$ cat config.mk
export PLATFORM = sky130hd
export DESIGN_NAME = game_state_sequencer
export DESIGN_NICKNAME = d
export VERILOG_FILES = /design/src/rtl/game_state_sequencer.sv
export SDC_FILE = /design/constraint.sdc
export NUM_CORES = 1
export LEC_CHECK = 0
export BUFFER_PORTS_ARGS = -buffer_cell sky130_fd_sc_hd__buf_2
export CAP_MARGIN = 20
export CORE_ASPECT_RATIO = 0.6
export CORE_MARGIN = 2
export CORE_UTILIZATION = 45
export CTS_BUF_LIST = sky130_fd_sc_hd__clkbuf_8 sky130_fd_sc_hd__clkbuf_16
export DETAILED_ROUTE_END_ITERATION = 10
export PLACE_DENSITY = 0.73
export SYNTH_ARGS = -nofsm -noshare
export SYNTH_HDL_FRONTEND = slang
export SYNTH_SLANG_ARGS = --single-unit
$ cat constraint.sdc
create_clock -name Clk -period 2.5 [get_ports Clk]
set_clock_uncertainty 0.15 [all_clocks]
set_input_delay 0.5 -clock Clk [delete_from_list [all_inputs] [get_ports Clk]]
set_output_delay 0.5 -clock Clk [all_outputs]
set_load 0.01 [all_outputs]
$ cat src/rtl/game_state_sequencer.sv
// Scene sequencer for the frame drawer: counts VGA frames and walks
// START -> FLASH -> FADE -> MAIN <-> HOLD from frame counts and key presses.
module game_state_sequencer #(
    parameter int         START_FRAMES = 60,
    parameter int         FLASH_PERIOD = 30,
    parameter int         FADE_FRAMES  = 52,
    parameter logic [7:0] KEY_ENTER    = 8'h28,
    parameter logic [7:0] KEY_ESC      = 8'h29
) (
    input  logic       Clk,
    input  logic       Reset,
    input  logic       VGA_VS,
    input  logic [7:0] keycode,
    output logic [3:0] state_num,
    output logic       flash_on,
    output logic       frame_tick,
    output logic [7:0] frame_count,
    output logic       game_active
);
    typedef enum logic [3:0] {
        ST_START = 4'd0,
        ST_FLASH = 4'd1,
        ST_FADE  = 4'd2,
        ST_MAIN  = 4'd3,
        ST_HOLD  = 4'd4
    } state_t;

    localparam logic [7:0] START_LAST = 8'(START_FRAMES - 1);
    localparam logic [7:0] FLASH_LEN  = 8'(FLASH_PERIOD);
    localparam logic [7:0] FLASH_LAST = 8'(FLASH_PERIOD - 1);
    localparam logic [7:0] FADE_LAST  = 8'(FADE_FRAMES - 1);

    // [0] and [1] form the synchronizer, [2] delays [1] for edge detection
    logic [2:0] vs_sync_reg;
    logic [7:0] key_prev_reg;
    state_t     state_reg;
    logic [7:0] frame_count_reg;
    logic       flash_on_reg;
    logic       enter_press;
    logic       esc_press;

    always_ff @(posedge Clk) begin
        if (Reset) begin
            vs_sync_reg  <= 3'b000;
            key_prev_reg <= 8'h00;
        end else begin
            vs_sync_reg  <= {vs_sync_reg[1:0], VGA_VS};
            key_prev_reg <= keycode;
        end
    end

    assign frame_tick  = vs_sync_reg[1] & ~vs_sync_reg[2];
    assign enter_press = (keycode == KEY_ENTER) && (key_prev_reg != KEY_ENTER);
    assign esc_press   = (keycode == KEY_ESC) && (key_prev_reg != KEY_ESC);

    // A transition always wins over a count or blink toggle in the same cycle.
    always_ff @(posedge Clk) begin
        if (Reset) begin
            state_reg       <= ST_START;
            frame_count_reg <= 8'd0;
            flash_on_reg    <= 1'b0;
        end else begin
            case (state_reg)
                ST_START: begin
                    flash_on_reg <= 1'b0;
                    if (frame_tick && frame_count_reg == START_LAST) begin
                        state_reg       <= ST_FLASH;
                        frame_count_reg <= 8'd0;
                        flash_on_reg    <= 1'b1;
                    end else if (frame_tick) begin
                        frame_count_reg <= frame_count_reg + 8'd1;
                    end
                end
                ST_FLASH: begin
                    if (enter_press) begin
                        state_reg       <= ST_FADE;
                        frame_count_reg <= 8'd0;
                        flash_on_reg    <= 1'b0;
                    end else if (frame_tick) begin
                        frame_count_reg <= frame_count_reg + 8'd1;
                        if ((frame_count_reg % FLASH_LEN) == FLASH_LAST) begin
                            flash_on_reg <= ~flash_on_reg;
                        end
                    end
                end
                ST_FADE: begin
                    flash_on_reg <= 1'b0;
                    if (frame_tick && frame_count_reg == FADE_LAST) begin
                        state_reg       <= ST_MAIN;
                        frame_count_reg <= 8'd0;
                    end else if (frame_tick) begin
                        frame_count_reg <= frame_count_reg + 8'd1;
                    end
                end
                ST_MAIN, ST_HOLD: begin
                    flash_on_reg <= 1'b0;
                    if (esc_press) begin
                        state_reg       <= (state_reg == ST_MAIN) ? ST_HOLD : ST_MAIN;
                        frame_count_reg <= 8'd0;
                    end else if (frame_tick && frame_count_reg != 8'hFF) begin
                        frame_count_reg <= frame_count_reg + 8'd1;
                    end
                end
                default: begin
                    state_reg       <= ST_START;
                    frame_count_reg <= 8'd0;
                    flash_on_reg    <= 1'b0;
                end
            endcase
        end
    end

    assign state_num   = state_reg;
    assign flash_on    = flash_on_reg;
    assign frame_count = frame_count_reg;
    assign game_active = (state_reg == ST_MAIN);

endmodule

==> results.json, run 1 <==
{
  "hold_viol": 0,
  "syn_area_sq_um": 1570,
  "drive_above_1_share": 0.2431,
  "max_stage_delay_ns": 0.54,
  "place_ws_ns": 0.1246,
  "grt_pass1_wl_microns": 6299,
  "critPathSlowestCell": "dfxtp_1",
  "synth_cell_types": 57,
  "outcome": "finished clean",
  "root_buffer": "clkbuf_8",
  "switchingPower_mw": 0.1499,
  "fmaxAchievable_mhz": 420.3,
  "syn_area_per_cell_sq_um": 8.308,
  "clk_latency_ns": 0.26,
  "hp-class": "input port to flip-flop",
  "synthCells": 189,
  "path_delay_family": "compound AO/OA/AOI/OAI gates",
  "p_comb_frac": 0.066,
  "final_cell_mix": "buf_2, dfxtp_1, a21oi_1",
  "setup_ws_ns": 0.1205,
  "swShare": 0.2285,
  "area_growth_syn_to_layout_pct": 14.34,
  "setup.worst_path.end_class": "flip-flop",
  "cts_tree": "yes",
  "die_y_microns": 49.76,
  "p_leak_nw": 0.7199,
  "vias_per_cell": 5.882,
  "power_frac_clock": 0.354,
  "synth_edf_count": 0,
  "critical_path_depth": 9,
  "num_io_pins": 26,
  "final_util": 0.5436,
  "ys.flop_type": "dfxtp_1",
  "path_buf_inv": 0,
  "seqPwrFrac": 0.580,
  "post-route-period-util": 0.9518,
  "rows": 16,
  "grt-busiest-layer": "met1",
  "start_util": 0.4754,
  "rsz0062_at_grt": "no",
  "reg2regPathDepth": 9,
  "met3_usage": 0.05311,
  "crit_required_ns": 2.50,
  "ir_drop_uv": 301.1,
  "cts_buffers": 3,
  "firstDrtPassIters": 4,
  "setup-violations-final": 0,
  "grt_start_max_net_pins": 26,
  "grt-ovfl-total": 0,
  "final_nets": 234,
  "wl_per_cell_microns": 14.72,
  "fin_setup_tns_ns": 0,
  "grt_util_met2": 0.2333,
  "maxSlewViolCount": 0,
  "crit_chain": "nor2_1, a31oi_1, o22ai_1, ha_1, o41ai_1, a21oi_1, o211a_1, and4_1, or3_1",
  "crit_path_start_kind": "flip-flop",
  "port_buffers": 24,
  "die_w_microns": 80.26,
  "die_area_sq_um": 3993,
  "slew_headroom": 0.6573,
  "timing.final.crit_period_ns": 2.379,
  "worstPathArrival_ns": 2.38,
  "clk_path_buf_depth": 2,
  "drt_wl_total_microns": 3871,
  "grtUsageTotal": 0.2022,
  "route.detailed.drc": 0,
  "gp_congestion": 0.9165,
  "htreeDepth": 1,
  "dp_hpwl_microns": 3006,
  "cap_violations": 0,
  "synth-seq-cells": 23,
  "async_flop_share": 0,
  "power.internal_mw": 0.5061,
  "final_common_cell": "buf_2",
  "tightest_slew_ns": 0.5101,
  "vias": 1547,
  "clkTransAtPathRegs_ns": 0.08,
  "ys_seq_area_frac": 0.2932,
  "p_per_area_nw_per_um2": 365.4,
  "first_global_vias": 1229,
  "crit_path_max_fanout": 9,
  "ys_warn_count": 0,
  "grt_antenna_before_repair": 0,
  "use_met1": 0.3554,
  "diodes": 0,
  "clock_sinks": 23,
  "ant_nets": 0,
  "cts_setup_buffers": 0,
  "drtIter0Drc": 229,
  "min_path_cells": 2,
  "synth_nets": 204,
  "core_sq_um": 3303,
  "path_class": "flip-flop to flip-flop"
}
-- final cells by class --
class / instances / area, sq um
clock buffer: 3 / 41.29
clock inverter: 1 / 5.005
fill: 315 / 1508
inverter: 8 / 30.03
multi-input combinational: 144 / 955.9
sequential: 23 / 461.7
tap: 45 / 56.30
timing repair buffer: 39 / 245.2
-- metrics by stage --
stage	total power [mW]	area, sq um	std cells	hold slack, ns
finish	0.6560	1795	263	0.2870
floorplan	0.4130	1570	189	0.2638
global placement	0.4315	1748	259	0.2659
CTS	0.6596	1794	263	0.2894
detailed placement	0.4322	1748	259	0.2742
global route	0.6808	1795	263	0.3053
-- worst paths after layout --
check	startpoint	endpoint	slack, ns
setup / recovery	frame_count[6]	flash_on	0.12
hold / removal	VGA_VS	vs_sync_reg[0]	0.29
setup reg to reg	frame_count[6]	flash_on	0.12
hold reg to reg	vs_sync_reg[0]	vs_sync_reg[1]	0.29
-- kinds of logic after synthesis --
kind of cell,Yosys count,synth area share
buf+inv,22,0.09801
flops,23,0.2932
other cells,1,0.002388
compound gates,62,0.2677
simple gates,70,0.2598
mux,2,0.01434
xor+xnor,5,0.03268
fa+ha+maj,4,0.03187
-- power by group through the flow --
stage	combinational, mW	sequential, mW	clock, mW
2_1_floorplan	0.0247	0.388	0
3_3_place_gp	0.0427	0.389	0
3_5_place_dp	0.0433	0.389	0
4_1_cts	0.0433	0.380	0.236
5_1_grt	0.0486	0.382	0.251
6_report	0.0435	0.380	0.232
-- cells in the mapped netlist (all sizes together), types with 5 or more instances --
cell	count	area share
nor3	8	0.025
inv	8	0.019
nor2	10	0.024
a211oi	5	0.024
buf	5	0.025
o21ai	13	0.041
dfxtp	23	0.29
a21oi	16	0.053
nand2	9	0.022
nand3	7	0.022
nor2b	12	0.048
clkbuf	9	0.053
-- metal layers --
layer / wire length [microns] / up-vias / part of all wire
met5: 0 / - / 0
met4: 17 / 0 / 0.0044
met2: 1336 / 79 / 0.35
met1: 2087 / 704 / 0.54
met3: 429 / 4 / 0.11
li1: - / 760 / -
-- timing repair --
| action | CTS | global route |
|---|---|---|
| setup endpoints to repair | 0 | 1 |
| resized for setup | 0 | 1 |
| hold endpoints to repair | 0 | 0 |
| hold buffers | 0 | 0 |
Note: power is estimated with default switching activity, not from simulation.
==> run 2: changes to the inputs <==
--- a/config.mk
+++ b/config.mk
@@ -7,12 +7,15 @@
 export LEC_CHECK = 0
 export BUFFER_PORTS_ARGS = -buffer_cell sky130_fd_sc_hd__buf_2
 export CAP_MARGIN = 20
+export CELL_PAD_IN_SITES_DETAIL_PLACEMENT = 1
+export CELL_PAD_IN_SITES_GLOBAL_PLACEMENT = 1
 export CORE_ASPECT_RATIO = 0.6
 export CORE_MARGIN = 2
-export CORE_UTILIZATION = 45
+export CORE_UTILIZATION = 41
 export CTS_BUF_LIST = sky130_fd_sc_hd__clkbuf_8 sky130_fd_sc_hd__clkbuf_16
 export DETAILED_ROUTE_END_ITERATION = 10
-export PLACE_DENSITY = 0.73
+export PLACE_DENSITY = 0.85
+export RECOVER_POWER = 100
 export SYNTH_ARGS = -nofsm -noshare
 export SYNTH_HDL_FRONTEND = slang
 export SYNTH_SLANG_ARGS = --single-unit
==> run 2 against run 1 <==
Effect of this change:
- cell count is 1.9% higher
- sequential share of layout area is 0.29 points higher
- clock-buffer cell count stayed put
- combinational power is 7.1% higher
- setup slack worse by 0.017 ns
- sequential power hardly changed
- clock power hardly changed
==> results.json, run 2 (synthesis gave the netlist of run 1 again) <==
{
  "outcome": "finished clean",
  "clock_sinks": 23,
  "ir_drop_uv": 274.8,
  "wl_per_cell_microns": 18.09,
  "timing.final.crit_period_ns": 2.397,
  "tightest_slew_ns": 1.071,
  "crit_path_start_kind": "flip-flop",
  "port_buffers": 24,
  "maxSlewViolCount": 0,
  "p_per_area_nw_per_um2": 367.1,
  "grtUsageTotal": 0.2238,
  "cts_buffers": 3,
  "gp_congestion": 0.9062,
  "rows": 17,
  "grt-ovfl-total": 0,
  "rsz0062_at_grt": "no",
  "final_util": 0.4889,
  "grt_antenna_before_repair": 0,
  "hold_viol": 0,
  "r2r_setup_slack_ns": 0.10,
  "worstPathArrival_ns": 2.40,
  "route.detailed.drc": 0,
  "post-route-period-util": 0.9588,
  "final_cell_mix": "dfxtp_1, buf_2, a21oi_1",
  "dp_hpwl_microns": 3747,
  "setup.worst_path.end_class": "flip-flop",
  "clkTransAtPathRegs_ns": 0.08,
  "ant_nets": 0,
  "min_path_cells": 2,
  "setup-violations-final": 0,
  "htreeDepth": 1,
  "r2r_start": "frame_count[5]",
  "crit_path_max_fanout": 10,
  "firstDrtPassIters": 5,
  "fmaxAchievable_mhz": 417.2,
  "reg2regPathDepth": 9,
  "min_to": "vs_sync_reg[0]",
  "clk_path_buf_depth": 2,
  "final_nets": 237,
  "die_w_microns": 83.90,
  "num_io_pins": 26,
  "start_util": 0.4267,
  "first_global_vias": 1417,
  "diodes": 0,
  "hold_path.startpoint": "VGA_VS",
  "slew_headroom": 0.2860,
  "vias": 1639,
  "drive_above_1_share": 0.2217,
  "grt_pass1_wl_microns": 7624,
  "crit_chain": "nand2_1, nor2_1, o22ai_1, ha_1, o41ai_1, a21oi_1, o211a_1, and4_1, or3_1",
  "area_growth_syn_to_layout_pct": 14.58,
  "hold_buffers": 0,
  "cts_setup_buffers": 0,
  "die_area_sq_um": 4357,
  "p_total_mw": 0.6605,
  "crit_required_ns": 2.50,
  "drtIter0Drc": 132,
  "critPathSlowestCell": "dfxtp_1",
  "root_buffer": "clkbuf_8",
  "clk_latency_ns": 0.26,
  "hp-class": "input port to flip-flop",
  "path_class": "flip-flop to flip-flop",
  "p_leak_nw": 0.6910,
  "r2r_end": "flash_on",
  "die_y_microns": 51.94,
  "cts_tree": "yes",
  "vias_per_cell": 6.116,
  "final_common_cell": "dfxtp_1",
  "max_stage_delay_ns": 0.53,
  "drt_wl_total_microns": 4849,
  "grt_start_max_net_pins": 26,
  "core_sq_um": 3680,
  "cap_violations": 0
}
run 2: cell count changes in the layout (fill, tap and decap cells not counted), sizes merged:
cell	before	now
clkbuf	3	15
buf	39	30
run 2: area by class of cell:
cell class                 instances  area, sq um
clock buffer                       3        41.29
tap                               47        58.81
timing repair buffer              42        231.5
fill                             475         1881
clock inverter                     1        5.005
multi-input combinational        144        964.7
sequential                        23        467.9
inverter                           8        30.03
run 2: how the worst max path moves through the flow:
stage | startpoint | to | slack (ns) | cells past startpoint
floorplan | frame_count[6] | flash_on | 0.16 | 12
global placement | keycode[4] | flash_on | 0.08 | 8
detailed placement | frame_count[6] | flash_on | -0.03 | 10
CTS | frame_count[3] | flash_on | 0.05 | 9
global route | frame_count[5] | flash_on | 0.05 | 9
finish | frame_count[5] | flash_on | 0.10 | 9
run 2: critical path: cells and delay by family (launching register included):
kind,cells,cell delay (ns)
AND/OR/NAND/NOR,4,0.83
flip-flops,1,0.53
AO/OA/AOI/OAI,4,0.48
adder cells (fa/ha/maj),1,0.30
run 2: power breakdown:
group          leakage [nW]  switching [mW]  internal (mW)  total, mW
clock network        0.0255           0.123          0.111      0.235
logic                 0.475          0.0274         0.0191     0.0466
registers             0.190         0.00446          0.375      0.379
total                 0.691           0.155          0.505      0.661
run 2: what timing repair did:
action	in CTS	in global routing
hold endpoints to repair	0	0
endpoints found under the setup margin	1	5
resized for setup	1	7
run 2: per-stage QoR:
step           setup slack (ns)  hold slack, ns  TNS (ns)  std cells  area (sq um)
2_1_floorplan            0.1649          0.2638         0        189          1570
3_3_place_gp            0.08236          0.2679         0        264          1760
3_5_place_dp           -0.03145          0.2972  -0.03145        264          1760
4_1_cts                 0.04746          0.2895         0        268          1808
5_1_grt                 0.05056          0.3059         0        268          1799
6_report                 0.1031          0.2967         0        268          1799
run 2: routing by layer:
| layer | up-vias | wire, microns | GRT usage |
|---|---|---|---|
| met4 | 0 | 4 | 0.01075 |
| met1 | 800 | 2322 | 0.3298 |
| met5 | - | 0 | 0 |
| li1 | 760 | - | - |
| met3 | 2 | 362 | 0.05397 |
| met2 | 77 | 2160 | 0.3480 |
==> run 3: changes to the inputs <==
--- a/config.mk
+++ b/config.mk
@@ -11,11 +11,10 @@
 export CELL_PAD_IN_SITES_GLOBAL_PLACEMENT = 1
 export CORE_ASPECT_RATIO = 0.6
 export CORE_MARGIN = 2
-export CORE_UTILIZATION = 41
+export CORE_UTILIZATION = 45
 export CTS_BUF_LIST = sky130_fd_sc_hd__clkbuf_8 sky130_fd_sc_hd__clkbuf_16
 export DETAILED_ROUTE_END_ITERATION = 10
-export PLACE_DENSITY = 0.85
-export RECOVER_POWER = 100
+export PLACE_DENSITY = 0.92
 export SYNTH_ARGS = -nofsm -noshare
 export SYNTH_HDL_FRONTEND = slang
 export SYNTH_SLANG_ARGS = --single-unit
==> constraint.sdc (replaced) <==
create_clock -name Clk -period 3.1 [get_ports Clk]
set_clock_uncertainty 0.15 [all_clocks]
set_input_delay 0.62 -clock Clk [delete_from_list [all_inputs] [get_ports Clk]]
set_output_delay 0.62 -clock Clk [all_outputs]
set_load 0.01 [all_outputs]
==> run 3 against run 2 <==
Effect of this change:
- critical path type unchanged
- cell count shrank 6.3%
- sequential power down 19%
- via count down 7.9%
- critical endpoint unchanged
- global-route usage up 0.71 points
- core utilization up 2.3 points
- critical path depth unchanged
- setup slack gained 0.30 ns
==> results.json, run 3 (synthesis gave the netlist of run 1 again) <==
{
  "rsz0062_at_grt": "no",
  "worstSetupStartpoint": "frame_count[6]",
  "cts-resized-gates": 0,
  "root_buffer": "clkbuf_8",
  "core_sq_um": 3303,
  "final_cell_area_sq_um": 1690,
  "critPathSlowestCell": "dfxtp_1",
  "place_area_sq_um": 1645,
  "crit_path_max_fanout": 18,
  "rows": 16,
  "r2r_end": "flash_on",
  "post-route-period-util": 0.8694,
  "tightest_slew_ns": 0.6596,
  "wl_per_cell_microns": 17.57,
  "crit_path_start_kind": "flip-flop",
  "hp-class": "flip-flop to flip-flop",
  "path_buf_inv": 0,
  "firstDrtPassIters": 4,
  "first_global_vias": 1341,
  "final_nets": 222,
  "ir_drop_uv": 194.3,
  "grt_start_max_net_pins": 26,
  "fmaxAchievable_mhz": 371.1,
  "cts_setup_buffers": 0,
  "htreeDepth": 1,
  "final_common_cell": "buf_2",
  "drive_above_1_share": 0.1893,
  "cts_tree": "yes",
  "drt_wl_total_microns": 4409,
  "max_stage_delay_ns": 0.75,
  "switchingPower_mw": 0.1199,
  "clk_path_buf_depth": 2,
  "fill_cells": 433,
  "crit_chain": "nor2_1, a31oi_1, o22ai_1, ha_1, o41ai_1, a21oi_1, o211a_1, and4_1, or3_1",
  "reg2regPathDepth": 9,
  "crit_required_ns": 3.10,
  "critical_path_depth": 9,
  "route.detailed.drc": 0,
  "power_frac_clock": 0.350,
  "slew_headroom": 0.5597,
  "start_util": 0.4754,
  "power.internal_mw": 0.4061,
  "p_leak_nw": 0.6616,
  "diodes": 0,
  "grtUsageTotal": 0.2309,
  "worstPathArrival_ns": 2.69,
  "seqPwrFrac": 0.584,
  "gp_congestion": 0.8728,
  "die_w_microns": 80.26,
  "vias": 1509,
  "p_per_area_nw_per_um2": 311.2,
  "grt-ovfl-total": 0,
  "final_cell_mix": "buf_2, dfxtp_1, a21oi_1",
  "vias_per_cell": 6.012,
  "timing.final.crit_period_ns": 2.695,
  "dpl.cell_count": 247,
  "clk_latency_ns": 0.26,
  "num_io_pins": 26,
  "fin_cells": 251,
  "maxSlewViolCount": 0,
  "r2r_setup_slack_ns": 0.40,
  "cap_violations": 0,
  "final_util": 0.5117,
  "p_comb_frac": 0.066,
  "clock_sinks": 23,
  "die_y_microns": 49.76,
  "fin_setup_tns_ns": 0,
  "swShare": 0.2279,
  "grt_antenna_before_repair": 0,
  "area_growth_syn_to_layout_pct": 7.649,
  "clkTransAtPathRegs_ns": 0.08,
  "grt_pass1_wl_microns": 7162,
  "cts_buffers": 3,
  "setup-violations-final": 0,
  "path_class": "flip-flop to flip-flop",
  "die_area_sq_um": 3993,
  "ant_nets": 0,
  "hold_viol": 0,
  "r2r_start": "frame_count[6]",
  "drtIter0Drc": 197,
  "p_total_mw": 0.5260,
  "crit_path_end": "flash_on",
  "setup.worst_path.end_class": "flip-flop",
  "port_buffers": 24,
  "dp_hpwl_microns": 3354,
  "outcome": "finished clean",
  "path_delay_family": "flip-flops",
  "hold_buffers": 0
}
==> run 3: cell types whose count changed in the layout (fill, tap and decap cells not counted), moves of 3 or more <==
cell / previous run / this run
dfxtp_1: 19 / 23
buf_4: 12 / 3
buf_2: 17 / 24
dfxtp_2: 3 / 0
clkbuf_1: 12 / 0
==> run 3: area by class of cell <==
type,instances,area [sq um],share of cell area
inverters,8,30.03,0.01776
multi-input cells,144,955.9,0.5655
repair buffers,27,142.6,0.08438
clock buffers,3,41.29,0.02443
flip-flops and latches,23,460.4,0.2724
well taps,45,56.30,0.03331
clock inverters,1,3.754,0.002221
==> run 3: worst min-delay path by stage <==
| stage | startpoint | to | slack, ns | cells past startpoint |
|---|---|---|---|---|
| 3_3_place_gp | vs_sync_reg[0] | vs_sync_reg[1] | 0.27 | 1 |
| 3_5_place_dp | vs_sync_reg[0] | vs_sync_reg[1] | 0.31 | 1 |
| 2_1_floorplan | vs_sync_reg[0] | vs_sync_reg[1] | 0.26 | 1 |
| 5_1_grt | vs_sync_reg[1] | vs_sync_reg[2] | 0.33 | 1 |
| 6_report | vs_sync_reg[0] | vs_sync_reg[1] | 0.32 | 1 |
| 4_1_cts | vs_sync_reg[0] | vs_sync_reg[1] | 0.32 | 1 |
==> run 3: metal layers <==
| metal | part of all wire | global-route usage | up-vias |
|---|---|---|---|
| li1 | - | - | 737 |
| met3 | 0.083 | 0.04396 | 2 |
| met1 | 0.50 | 0.3563 | 716 |
| met4 | 0.00091 | 0.008475 | 0 |
| met5 | 0 | 0 | - |
| met2 | 0.42 | 0.3500 | 54 |
==> run 3: worst register-to-register path, stage by stage (launching register included) <==
cell	delay, ns
dfxtp_1	0.75
nor2_1	0.13
a31oi_1	0.21
o22ai_1	0.10
ha_1	0.28
o41ai_1	0.07
a21oi_1	0.09
o211a_1	0.25
and4_1	0.19
or3_1	0.35
==> run 3: power by group through the flow <==
stage	logic [mW]	clock network (mW)	registers [mW]
detailed placement	0.0346	0	0.314
global route	0.0388	0.198	0.308
floorplan	0.0199	0	0.313
global placement	0.0328	0	0.314
finish	0.0345	0.184	0.307
CTS	0.0347	0.186	0.307
==> run 3: metrics by stage <==
stage	setup WS, ns	hold WS [ns]
after floorplan	0.7649	0.2638
after global placement	0.5288	0.2679
after detailed placement	0.4636	0.3115
after CTS	0.4537	0.3232
after global routing	0.2130	0.3328
final	0.4049	0.3171
